## src/rtl/alu_pkg.sv

```systemverilog
`default_nettype none
// ============================================================================
// Module      : alu_pkg
// Description : Shared types and constants for the ALU operand loader:
//               phase encoding, word geometry and default debounce length.
// Revision    : 1.0 - initial release
// ============================================================================
package alu_pkg;

    // Loader phase encoding; the numeric values are visible on the phase port.
    typedef enum logic [1:0] {
        PH_LOAD_A = 2'd0,
        PH_LOAD_B = 2'd1,
        PH_DONE   = 2'd2,
        PH_RSVD   = 2'd3
    } phase_e;

    localparam int BYTES_PER_WORD          = 4;
    localparam int DEFAULT_DEBOUNCE_CYCLES = 1000000;

    // Byte index of the most significant byte of an operand word.
    localparam logic [1:0] C_BYTE_IDX_MSB = 2'(BYTES_PER_WORD - 1);

endpackage
`default_nettype wire

```

## src/rtl/alu_operand_loader_if.sv

```systemverilog
`default_nettype none
// ============================================================================
// Module      : alu_operand_loader_if
// Description : Button/switch inputs and operand outputs of the loader.
//               master = board side driving buttons and switches,
//               slave  = the loader itself.
// Revision    : 1.0 - initial release
// ============================================================================
interface alu_operand_loader_if;
    import alu_pkg::*;

    logic                          load_btn;
    logic                          clr_btn;
    logic [7:0]                    data_sw;
    logic [8*BYTES_PER_WORD-1:0]   A;
    logic [8*BYTES_PER_WORD-1:0]   B;
    logic                          operands_valid;
    logic [1:0]                    phase;
    logic [1:0]                    byte_idx;

    modport master (
        output load_btn,
        output clr_btn,
        output data_sw,
        input  A,
        input  B,
        input  operands_valid,
        input  phase,
        input  byte_idx
    );

    modport slave (
        input  load_btn,
        input  clr_btn,
        input  data_sw,
        output A,
        output B,
        output operands_valid,
        output phase,
        output byte_idx
    );

endinterface
`default_nettype wire

```

## src/rtl/alu_operand_loader_btn_debounce.sv

```systemverilog
`default_nettype none
// ============================================================================
// Module      : btn_debounce
// Description : 2-flop synchronizer, stability counter and one-cycle pulse
//               on each accepted 0->1 change of the debounced level.
// Revision    : 1.0 - initial release
// ============================================================================
module btn_debounce #(
    parameter int DEBOUNCE_CYCLES = 1000000
) (
    input  wire logic clk,
    input  wire logic rst_n,
    input  wire logic i_btn,
    output logic      o_pulse
);

    // DEBOUNCE_CYCLES is at least 2, so the width is at least 1.
    localparam int            CW        = $clog2(DEBOUNCE_CYCLES);
    localparam logic [CW-1:0] C_CNT_MAX = CW'(DEBOUNCE_CYCLES - 1);

    logic [1:0]    r_sync;
    logic [CW-1:0] r_cnt;
    logic          r_level;
    logic          r_pulse;
    logic          w_sync;

    assign w_sync  = r_sync[1];
    assign o_pulse = r_pulse;

    // Synchronize the raw button, then accept a new level only after it has
    // differed from the debounced level for DEBOUNCE_CYCLES consecutive cycles.
    always_ff @(posedge clk) begin
        if (!rst_n) begin
            r_sync  <= 2'b00;
            r_cnt   <= '0;
            r_level <= 1'b0;
            r_pulse <= 1'b0;
        end else begin
            r_sync  <= {r_sync[0], i_btn};
            r_pulse <= 1'b0;
            if (w_sync == r_level) begin
                r_cnt <= '0;
            end else if (r_cnt == C_CNT_MAX) begin
                r_level <= w_sync;
                r_cnt   <= '0;
                // Only a rising debounced level produces a pulse.
                r_pulse <= w_sync;
            end else begin
                r_cnt <= r_cnt + CW'(1);
            end
        end
    end

endmodule
`default_nettype wire

```

## src/rtl/alu_operand_loader.sv

```systemverilog
`default_nettype none
// ============================================================================
// Module      : alu_operand_loader
// Description : Builds 32-bit ALU operands A and B from byte-wide switch
//               entries, one debounced button press per byte, MSB first.
// Revision    : 1.0 - initial release
// ============================================================================
module alu_operand_loader
    import alu_pkg::*;
#(
    parameter int DEBOUNCE_CYCLES = DEFAULT_DEBOUNCE_CYCLES
) (
    input  wire logic           clk,
    input  wire logic           rst_n,
    alu_operand_loader_if.slave bus
);

    logic        w_load_pulse;
    logic [1:0]  r_clr_sync;
    logic        w_clr;

    phase_e      r_phase;
    phase_e      w_phase_nxt;
    logic [1:0]  r_byte_idx;
    logic [1:0]  w_byte_idx_nxt;
    logic [31:0] r_a;
    logic [31:0] w_a_nxt;
    logic [31:0] r_b;
    logic [31:0] w_b_nxt;
    logic        r_valid;
    logic        w_valid_nxt;
    logic [4:0]  w_bit_base;

    btn_debounce #(
        .DEBOUNCE_CYCLES (DEBOUNCE_CYCLES)
    ) u_load_debounce (
        .clk     (clk),
        .rst_n   (rst_n),
        .i_btn   (bus.load_btn),
        .o_pulse (w_load_pulse)
    );

    // Clear acts on its synchronized level; no debounce is needed because
    // repeated clears are harmless.
    always_ff @(posedge clk) begin
        if (!rst_n) begin
            r_clr_sync <= 2'b00;
        end else begin
            r_clr_sync <= {r_clr_sync[0], bus.clr_btn};
        end
    end

    assign w_clr      = r_clr_sync[1];
    assign w_bit_base = {r_byte_idx, 3'b000};

    // Operand / phase state register.
    always_ff @(posedge clk) begin
        if (!rst_n) begin
            r_phase    <= PH_LOAD_A;
            r_byte_idx <= C_BYTE_IDX_MSB;
            r_a        <= '0;
            r_b        <= '0;
            r_valid    <= 1'b0;
        end else begin
            r_phase    <= w_phase_nxt;
            r_byte_idx <= w_byte_idx_nxt;
            r_a        <= w_a_nxt;
            r_b        <= w_b_nxt;
            r_valid    <= w_valid_nxt;
        end
    end

    // Next-state: clear wins over a coincident load pulse, which is dropped.
    always_comb begin
        w_phase_nxt    = r_phase;
        w_byte_idx_nxt = r_byte_idx;
        w_a_nxt        = r_a;
        w_b_nxt        = r_b;
        if (w_clr) begin
            w_phase_nxt    = PH_LOAD_A;
            w_byte_idx_nxt = C_BYTE_IDX_MSB;
            w_a_nxt        = '0;
            w_b_nxt        = '0;
        end else if (w_load_pulse) begin
            case (r_phase)
                PH_LOAD_A: begin
                    w_a_nxt[w_bit_base +: 8] = bus.data_sw;
                    if (r_byte_idx == 2'd0) begin
                        w_phase_nxt    = PH_LOAD_B;
                        w_byte_idx_nxt = C_BYTE_IDX_MSB;
                    end else begin
                        w_byte_idx_nxt = r_byte_idx - 2'd1;
                    end
                end
                PH_LOAD_B: begin
                    w_b_nxt[w_bit_base +: 8] = bus.data_sw;
                    if (r_byte_idx == 2'd0) begin
                        w_phase_nxt    = PH_DONE;
                        w_byte_idx_nxt = 2'd0;
                    end else begin
                        w_byte_idx_nxt = r_byte_idx - 2'd1;
                    end
                end
                PH_DONE: begin
                    // A press after a complete pair starts a fresh set with
                    // this byte as the new A MSB.
                    w_a_nxt        = {bus.data_sw, 24'h000000};
                    w_b_nxt        = '0;
                    w_phase_nxt    = PH_LOAD_A;
                    w_byte_idx_nxt = C_BYTE_IDX_MSB - 2'd1;
                end
                default: begin
                    // Unused encoding: recover to the start of a load.
                    w_phase_nxt    = PH_LOAD_A;
                    w_byte_idx_nxt = C_BYTE_IDX_MSB;
                end
            endcase
        end
        w_valid_nxt = (w_phase_nxt == PH_DONE);
    end

    assign bus.A              = r_a;
    assign bus.B              = r_b;
    assign bus.phase          = r_phase;
    assign bus.byte_idx       = r_byte_idx;
    assign bus.operands_valid = r_valid;

endmodule
`default_nettype wire

```

## src/flat_wrapper.sv

```systemverilog
// flat-port wrapper written by rule: the top's interface ports become plain ports
module alu_operand_loader_flat import alu_pkg::*;
#(
    parameter int DEBOUNCE_CYCLES = DEFAULT_DEBOUNCE_CYCLES
)
  (clk, rst_n, bus_load_btn, bus_clr_btn, bus_data_sw, bus_A, bus_B, bus_operands_valid, bus_phase, bus_byte_idx);
  alu_operand_loader_if bus_i ();
  input  wire logic clk;
  input  wire logic rst_n;
  input wire logic [$bits(bus_i.load_btn)-1:0] bus_load_btn;
  input wire logic [$bits(bus_i.clr_btn)-1:0] bus_clr_btn;
  input wire logic [$bits(bus_i.data_sw)-1:0] bus_data_sw;
  output wire logic [$bits(bus_i.A)-1:0] bus_A;
  output wire logic [$bits(bus_i.B)-1:0] bus_B;
  output wire logic [$bits(bus_i.operands_valid)-1:0] bus_operands_valid;
  output wire logic [$bits(bus_i.phase)-1:0] bus_phase;
  output wire logic [$bits(bus_i.byte_idx)-1:0] bus_byte_idx;
  assign bus_i.load_btn = bus_load_btn;
  assign bus_i.clr_btn = bus_clr_btn;
  assign bus_i.data_sw = bus_data_sw;
  assign bus_A = bus_i.A;
  assign bus_B = bus_i.B;
  assign bus_operands_valid = bus_i.operands_valid;
  assign bus_phase = bus_i.phase;
  assign bus_byte_idx = bus_i.byte_idx;
  alu_operand_loader #(.DEBOUNCE_CYCLES(DEBOUNCE_CYCLES)) u_core (.clk(clk), .rst_n(rst_n), .bus(bus_i));
endmodule
```

## config.mk

```make
export PLATFORM = sky130hd
export DESIGN_NAME = alu_operand_loader_flat
export DESIGN_NICKNAME = d
export VERILOG_FILES = /design/src/rtl/alu_pkg.sv /design/src/rtl/alu_operand_loader_if.sv /design/src/rtl/alu_operand_loader_btn_debounce.sv /design/src/rtl/alu_operand_loader.sv /design/src/flat_wrapper.sv
export SDC_FILE = /design/constraint.sdc
export NUM_CORES = 1
export LEC_CHECK = 0
export ABC_AREA = 1
export CAP_MARGIN = 10
export CORE_MARGIN = 5
export CORE_UTILIZATION = 51
export CTS_CLUSTER_SIZE = 25
export DETAILED_ROUTE_END_ITERATION = 16
export PLACE_DENSITY = 0.83
export SLEW_MARGIN = 20
export SYNTH_ARGS = -nofsm -noshare
export SYNTH_HDL_FRONTEND = slang
export SYNTH_SLANG_ARGS = --single-unit
```

## constraint.sdc

```tcl
create_clock -name clk -period 2.2 [get_ports clk]
set_input_delay 0.55 -clock clk [delete_from_list [all_inputs] [get_ports clk]]
set_output_delay 0.55 -clock clk [all_outputs]
set_load 0.005 [all_outputs]
```

**Word-level counts from Yosys, hierarchy flattened**

Cells that the tools add are included.

- Register bits: 95
- Logic and storage cells: 45

- $add $sub $neg: 3
- Equality and inequality tests: 5
- Shift operators: 2
- Muxes and demuxes: 12
- Bitwise operators: 3
- Reductions and logical operators: 10

Operator list:

| kind | number |
|---|---|
| $pmux 32 s2 | 2 |
| $bwmux 32 | 2 |
| $shift 8x7->32 const A | 1 |
| $shiftx 8x7->32 | 1 |
| $add 20x1->20 const B | 1 |
| $eq 20x20->1 const B | 1 |
| $mux 2 | 6 |
| $neg 5->7 | 1 |
| $pmux 2 s3 | 1 |
| $reduce_and 2->1 | 3 |
| $reduce_or 3->1 | 2 |
| $eq 2x2->1 const B | 2 |
| $logic_not 2->1 | 2 |
| $pmux 2 s2 | 1 |
| $reduce_bool 2->1 | 2 |
| $not 1->1 | 3 |
| $eq 2x1->1 const B | 1 |
| $reduce_or 2->1 | 1 |
| $sub 2x1->2 const B | 1 |
| $eq 1x1->1 | 1 |

**Logic depth before layout (Yosys ltp)**

Gate-level depths: netlist of the first run.

- Depth after elaboration: 6
- Depth in mapped cells: 10
- Depth with buffers taken out: 9

**Cells and area by module**

A second synthesis of the first run with hierarchy kept.

- Cells, all modules: 698
- Area total of the unflattened synthesis: 4727.0 sq um

By module, submodules not included:

| module | instances | cells each | area an instance (sq um) | seq. area each (sq um) |
|---|---|---|---|---|
| alu_operand_loader | 1 | 527 | 3463.3 | 1421.4 |
| btn_debounce | 1 | 171 | 1263.7 | 480.5 |

**Worst setup path after synthesis of the first run**

No wires, ideal clock.

- Path kind: flip-flop to flip-flop
- Start point: register u_core.r_byte_idx[0], in the netlist u_core.bus.byte_idx[0]
- End point: register u_core.r_a[14], in the netlist u_core.bus.A[14]
- Library setup time: 70 ps
- Data arrival time: 1648 ps
- Required time: 2130 ps
- Path slack: 483 ps
- Cell stages (with the launch flop): 7
- Path through: dfxtp_1 > inv_1 > ha_1 > buf_2 > clkbuf_1 > nand3_1 > a21oi_1

- Word-level cells in the longest chain between the ends: 4
- Elaborated cells on any way between the ends: 5
- Classes of those cells: add/sub (1); shift (2); mux (2)

RTL lines:

| element | line | text |
|---|---|---|
| from (decl) | alu_operand_loader.sv:24 | `logic [1:0] r_byte_idx;` |
| from (signal assigned) | alu_operand_loader.sv:66 | `r_byte_idx <= w_byte_idx_nxt;` |
| $neg 5->7 (*) | alu_operand_loader.sv:87 | `w_a_nxt[w_bit_base +: 8] = bus.data_sw;` |
| $shiftx 8x7->32 / $shift 8x7->32 (equally long branches) | alu_operand_loader.sv:87 |  |
| $bwmux 32 (*) | alu_operand_loader.sv:87 |  |
| $pmux 32 s2 (*) | alu_operand_loader.sv:85 | `case (r_phase)` |
| to (signal assigned) | alu_operand_loader.sv:67 | `r_a <= w_a_nxt;` |
| to (decl) | alu_operand_loader.sv:26 | `logic [31:0] r_a;` |

Every way passes the cells marked *; elsewhere a longest branch is shown, timed or not.
A chain may end at the register's enable or synchronous reset.

**Worst setup path in the final report of the first run**

- Start point: register u_core.r_phase[0], in the netlist u_core.bus.phase[0]
- End point: register u_core.r_a[30], in the netlist u_core.bus.A[30]

- Word-level cells in the longest chain between the ends: 3
- Elaborated cells on any way between the ends: 5
- Classes of those cells: eq/ne (1); mux (1); reduce/logical (3)

RTL lines:

| element | line | text |
|---|---|---|
| from (decl) | alu_operand_loader.sv:22 | `phase_e r_phase;` |
| from (signal assigned) | alu_operand_loader.sv:65 | `r_phase <= w_phase_nxt;` |
| $eq 2x2->1 / $logic_not 2->1 (equally long branches) | alu_operand_loader.sv:85 |  |
| $reduce_bool 2->1 (no source line) | -- |  |
| $reduce_and 2->1 (no source line) | -- |  |

Several ways; a longest one is shown, not always the timed one.

==> results of run 1 <==
==> report_power, final <==
part	switching [uW]	leakage [uW]	internal (uW)
registers	2.53	0.000766	1720
clock network	584	0.0000980	585
logic	51.9	0.000982	32.3
total	638	0.00185	2340
==> final cells by class <==
cell class                      instances  area (um2)
Timing Repair Buffer                   86         858
Inverter                               37         141
Multi-Input combinational cell        365        1920
Tap cell                              102         128
Fill cell                             646        2610
Clock inverter                          4        53.8
Sequential cell                        95        1900
Clock buffer                           11         151
==> metrics by stage <==
stage | setup WS, ns | cell area (um2) | hold WS [ns] | power (uW) | instances
final | 0.213 | 5160 | 0.422 | 2980 | 700
after global routing | 0.0180 | 5160 | 0.456 | 3100 | 700
after CTS | 0.223 | 5160 | 0.427 | 3000 | 700
after detailed placement | 0.259 | 4950 | 0.407 | 1850 | 685
after global placement | 0.332 | 4950 | 0.407 | 1850 | 685
after floorplan | 0.483 | 4100 | 0.390 | 1800 | 518
==> cells by family after synthesis <==
group / Yosys count / synth area share
fa+ha+maj: 11 / 0.0336
compound gates: 159 / 0.216
xor+xnor: 5 / 0.0107
simple gates: 190 / 0.209
buf+inv: 58 / 0.0669
flops: 95 / 0.464
==> sequential cells by signal, summed over array words and instances (netlist names) <==
register / count
u_core.u_load_debounce.o_pulse: 1
u_core.u_load_debounce.r_cnt: 20
u_core.bus.operands_valid: 1
u_core.u_load_debounce.r_sync: 2
u_core.bus.A: 32
u_core.r_clr_sync: 2
u_core.bus.byte_idx: 2
u_core.bus.phase: 2
u_core.bus.B: 32
u_core.u_load_debounce.r_level: 1
==> worst reg2reg max path: cells and delay by family (launching register included) <==
kind,cells,cell delay [ns]
AOI/OAI and AO/OA,2,0.47
adders and majority gates,1,0.49
buffers and inverters,3,0.49
DFF,1,0.36
and+or+nand+nor,1,0.06
==> layer usage <==
metal	GRT usage	vias up	share of wire
li1	-	1895	-
met4	0.0788	0	0.025
met2	0.358	161	0.47
met3	0.0463	28	0.090
met1	0.271	1797	0.41
met5	0	-	0
==> cells in the final DEF, fill, tap and decap left out, types with 2 or more instances in the layout <==
master           instances
dfxtp_1                 95
a21oi_1                 80
clkdlybuf4s50_1         80
nand2_1                 76
o21ai_0                 65
nor2_1                  48
nand3_1                 46
inv_1                   32
ha_1                    11
clkbuf_8                11
a21oi_4                  6
buf_4                    5
inv_2                    4
nand4_1                  4
xor2_1                   4
nor2_2                   3
o21ai_1                  3
nor3_1                   3
nor2_4                   2
nor3_4                   2
nand3b_1                 2
clkinvlp_4               2
==> how the worst max path moves through the flow <==
stage                           startpoint               end  slack, ns  cells past startpoint
floorplan           u_core.bus.byte_idx[0]  u_core.bus.A[14]       0.48                      6
global placement       u_core.bus.phase[0]  u_core.bus.A[30]       0.33                      7
detailed placement     u_core.bus.phase[0]  u_core.bus.A[30]       0.26                      7
CTS                    u_core.bus.phase[0]  u_core.bus.A[16]       0.22                      6
global route           u_core.bus.phase[0]  u_core.bus.A[17]       0.02                      6
finish                 u_core.bus.phase[0]  u_core.bus.A[30]       0.21                      7
==> impl_metrics.yaml, run 1 <==
detailed_routing:
  wl_mm: 10.5
  drc: 0
  viasPerCell: 5.54
  post_drt_wl_per_cell_um: 15.0
  ant_nets: 0
  drt_iter0_drc: 253
  firstDrtPassIters: 5
  vias: 3881
critical_path:
  required_ns: 2.45
  cp_data_arrival_time_ns: 2.23
  critical_path_buf_inv_count: 3
  cpPeakStageDelay_ns: 0.49
  r2r-start: "u_core.bus.phase[0]"
  rr_worst_depth: 7
  timing.rr.end: "u_core.bus.A[30]"
  worstSetupPathType: "register to register"
  crit_path_start_kind: "register"
  worstPathCellList: "inv_1 -> ha_1 -> inv_4 -> a21oi_4 -> inv_2 -> a21oi_1 -> nor2_1"
  crit_path_end_kind: "register"
  r2r_slack_ns: 0.21
  crit_family: "buffers and inverters"
  critical-path-slowest-cell: "ha_1"
  critPathMaxFanout: 18
logic_synthesis:
  ys.flop_type: "dfxtp_1"
  netlist.area_leader.share: 0.464
  syn_nets: 541
  synth.distinct_cells: 33
  ys_seq_area_frac: 0.464
  yosys.area.top_type: "dfxtp_1"
  synth_area_um2: 4100
  yosys_warnings: 0
  synthCells: 518
  netlist_top_cells_area: "dfxtp_1 (46%), a21oi_1 (9.8%), o21ai_0 (7.9%)"
  synth_seq_cells: 95
  synthArstFlopShare: 0
  synth_commonest_cells: "dfxtp_1 (95), a21oi_1 (80), nand2_1 (76), o21ai_0 (65), nor2_1 (48)"
  synth_edf_count: 0
  synth.avg_cell_area_um2: 7.91
  synth_most_common_cell: "dfxtp_1"
floorplan:
  die_w_um: 99.6
  die-area_um2: 9930
  io_pins: 81
  design.core.area_um2: 7770
  rows: 32
  die_y_um: 99.6
  start_util: 0.528
sta:
  clock.fmax_ghz: 0.503
  rsz0062_at_grt: "no"
  fin_crit_ns: 1.99
  relSlewSlack: 0.638
  fin_skew_ns: 0.00621
  setup_viol: 0
  drv_slew: 0
  finalHoldViolCount: 0
  fin_crit_sh: 0.903
  worst-slew-pin-transition_ns: 0.542
  tns_ns: 0
hold_path:
  whs_endpoint: "u_core.r_clr_sync[1]"
  hold_path.class: "register to register"
  hp-start: "u_core.r_clr_sync[0]"
  hold_path_depth: 2
power_and_ir_drop:
  cellPowerDensity_nw_per_um2: 577
  p_leak_uw: 0.00185
  peakVddDrop_uv: 353
global_route:
  grt_usage: 0.214
  grt_pass1_wl_mm: 17.3
  globalRoute.totalOverflow: 0
  grt_max_degree: 60
  first_global_vias: 3644
  antenna_found_initial: 0
cts:
  cts_repair_resize_count: 0
  cts_setup_buffers: 0
  cts_buffers: 9
  hold_buffers: 0
  clock_sinks: 95
  cts_root_buf: "clkbuf_8"
  clk_path_buf_depth: 2
  htree_levels: 3
  insertion_delay_ns: 0.35
  clkTransAtPathRegs_ns: 0.09
  cts_tree: "yes"
placement:
  gp_congestion: 0.969
  io_buffer_count: 80
  hpwlAfterDp_mm: 7.76
run_status:
  status: "finished, final reports clean"
run:
  maxCapViolations: 0
layout:
  antennaDiodeCount: 0
  drive_above_1_share: 0.0702
  syn_to_final_growth_pct: 25.8
  final_nets: 617
  final_core_utilization: 0.664
No activity file was read; power rests on OpenSTA's default activity.
==> inputs of run 2 (changes only) <==
--- a/config.mk
+++ b/config.mk
@@ -11,6 +11,7 @@
 export CORE_UTILIZATION = 51
 export CTS_CLUSTER_SIZE = 25
 export DETAILED_ROUTE_END_ITERATION = 16
+export GPL_TIMING_DRIVEN = 0
 export PLACE_DENSITY = 0.83
 export SLEW_MARGIN = 20
 export SYNTH_ARGS = -nofsm -noshare
==> run 2 against run 1 <==
Compared with the run above: via count grew 3.6%; register-to-register slack is essentially flat; critical path depth shrank 1; utilization grew 1.6 points; worst setup slack lost 0.0098 ns; combinational power grew 4.9%; fmax shrank 0.49%; sequential share of layout area shrank 0.87 points; wire length grew 5.3%; sequential power is essentially flat; highest routed layer unchanged.
==> impl_metrics.yaml, run 2 (synthesis gave the netlist of run 1 again) <==
run:
  maxCapViolations: 0
global_route:
  grt.busiest_layer: "met2"
  use_met1: 0.289
  globalRoute.totalOverflow: 0
  grt_pass1_wl_mm: 18.3
  antenna_found_initial: 0
  first_global_vias: 3894
  use_met2: 0.377
  grt_util_met3: 0.0386
  grt_usage: 0.226
  grt_max_degree: 17
sta:
  timing.hold.ws_ns: 0.421
  fin_skew_ns: 0.0113
  clock.fmax_ghz: 0.501
  finalHoldViolCount: 0
  fin_crit_sh: 0.907
  worst-slew-pin-transition_ns: 0.443
  tns_ns: 0
  rsz0062_at_grt: "no"
  setup_viol: 0
  relSlewSlack: 0.705
  fin_crit_ns: 2.00
  drv_slew: 0
detailed_routing:
  drc: 0
  wl_mm: 11.0
  viasPerCell: 5.61
  drt_iter0_drc: 224
  post_drt_wl_per_cell_um: 15.4
  firstDrtPassIters: 5
  ant_nets: 0
  vias: 4020
layout:
  drive_above_1_share: 0.0879
  syn_to_final_growth_pct: 28.9
  antennaDiodeCount: 0
  final_nets: 632
  final_common_cell: "dfxtp_1"
  final.fill_count: 657
  instances_no_fill: 716
  register_area_um2: 1900
  multi_input_area_um2: 1920
  final_core_utilization: 0.680
  layout_common_cells: "dfxtp_1 (95), a21oi_1 (80), clkdlybuf4s50_1 (80)"
critical_path:
  critPathMaxFanout: 10
  critical_path_buf_inv_count: 2
  crit_path_start_kind: "register"
  crit_start: "u_core.bus.byte_idx[0]"
  critical-path-slowest-cell: "dfxtp_1"
  worstSetupPathType: "register to register"
  r2r-start: "u_core.bus.byte_idx[0]"
  required_ns: 2.49
  cpPeakStageDelay_ns: 0.50
  crit_path_end_kind: "register"
  worstPathCellList: "inv_1 -> ha_1 -> buf_2 -> nor3_4 -> nand3_1 -> a21oi_1"
  cp_data_arrival_time_ns: 2.28
  crit_family: "simple AND/OR/NAND/NOR gates"
floorplan:
  die_w_um: 99.6
  io_pins: 81
  die_y_um: 99.6
  die-area_um2: 9930
  rows: 32
  design.core.area_um2: 7770
  start_util: 0.528
run_status:
  status: "finished, final reports clean"
cts:
  cts_buffers: 9
  cts_tree: "yes"
  clk_path_buf_depth: 2
  htree_levels: 3
  clkTransAtPathRegs_ns: 0.09
  clock_sinks: 95
  cts_root_buf: "clkbuf_8"
  insertion_delay_ns: 0.36
  cts_setup_buffers: 0
placement:
  place_inst: 700
  io_buffer_count: 80
  gp_congestion: 0.922
  hpwlAfterDp_mm: 8.40
power_and_ir_drop:
  p_comb_frac: 0.028
  peakVddDrop_uv: 334
  cellPowerDensity_nw_per_um2: 608
  intPower_uw: 2550
  p_clk_frac: 0.436
  switching_share: 0.207
  p_leak_uw: 0.00192
  p_switching_uw: 664
  p_seq_frac: 0.537
hold_path:
  hold_path.class: "register to register"
  hp-start: "u_core.r_clr_sync[0]"
-- run 2: cell type report --
type	count	share of cell area
multi-input combinational	365	0.364
sequential	95	0.360
timing repair buffer	80	0.152
inverter	37	0.0268
clock buffer	10	0.0261
buffer	21	0.0253
tap	102	0.0242
clock inverter	6	0.0220
-- run 2: final timing paths --
check | end | slack, ns | cells after the start
worst min register to register | u_core.r_clr_sync[1] | 0.42 | 2
worst max register to register | u_core.bus.A[1] | 0.20 | 6
worst min-delay path | u_core.r_clr_sync[1] | 0.42 | 2
worst max-delay path | u_core.bus.A[1] | 0.20 | 6
-- run 2: tightest hold or removal path, stage by stage, from the launching register on --
cell and delay (ns):
dfxtp_1 0.31, nand2_1 0.05, inv_1 0.04
-- run 2: through the flow --
stage,worst slack [ns],power (uW),area [um2]
3_5_place_dp,0.0590,1850,5030
2_1_floorplan,0.483,1800,4100
5_1_grt,0.0288,3310,5280
4_1_cts,0.148,3220,5280
6_report,0.204,3210,5280
3_3_place_gp,0.0759,1850,5030
-- run 2: what timing repair did --
item                       4_1_cts  5_1_grt
gates resized for setup          0        2
hold buffers                     0        0
setup endpoints to repair        0       17
-- run 2: routing by layer --
layer	vias up	routed length, um
li1	1932	-
met1	1881	4570
met2	179	5290
met3	28	911
met4	0	277
met5	-	0
-- run 2: power groups by stage --
| stage | Sequential, uW | Clock (uW) | Combinational [uW] |
|---|---|---|---|
| 5_1_grt | 1730 | 1490 | 94.6 |
| 3_3_place_gp | 1760 | 0 | 85.1 |
| 4_1_cts | 1720 | 1410 | 86.8 |
| 6_report | 1720 | 1400 | 88.3 |
| 3_5_place_dp | 1760 | 0 | 86.1 |
| 2_1_floorplan | 1760 | 0 | 36.1 |
==> inputs of run 3 (changes only) <==
--- a/config.mk
+++ b/config.mk
@@ -13,6 +13,7 @@
 export DETAILED_ROUTE_END_ITERATION = 16
 export GPL_TIMING_DRIVEN = 0
 export PLACE_DENSITY = 0.83
+export SKIP_CTS_REPAIR_TIMING = 1
 export SLEW_MARGIN = 20
 export SYNTH_ARGS = -nofsm -noshare
 export SYNTH_HDL_FRONTEND = slang
==> results of run 3 <==
The final DEF is identical to that of run 2; final timing and power are the same.
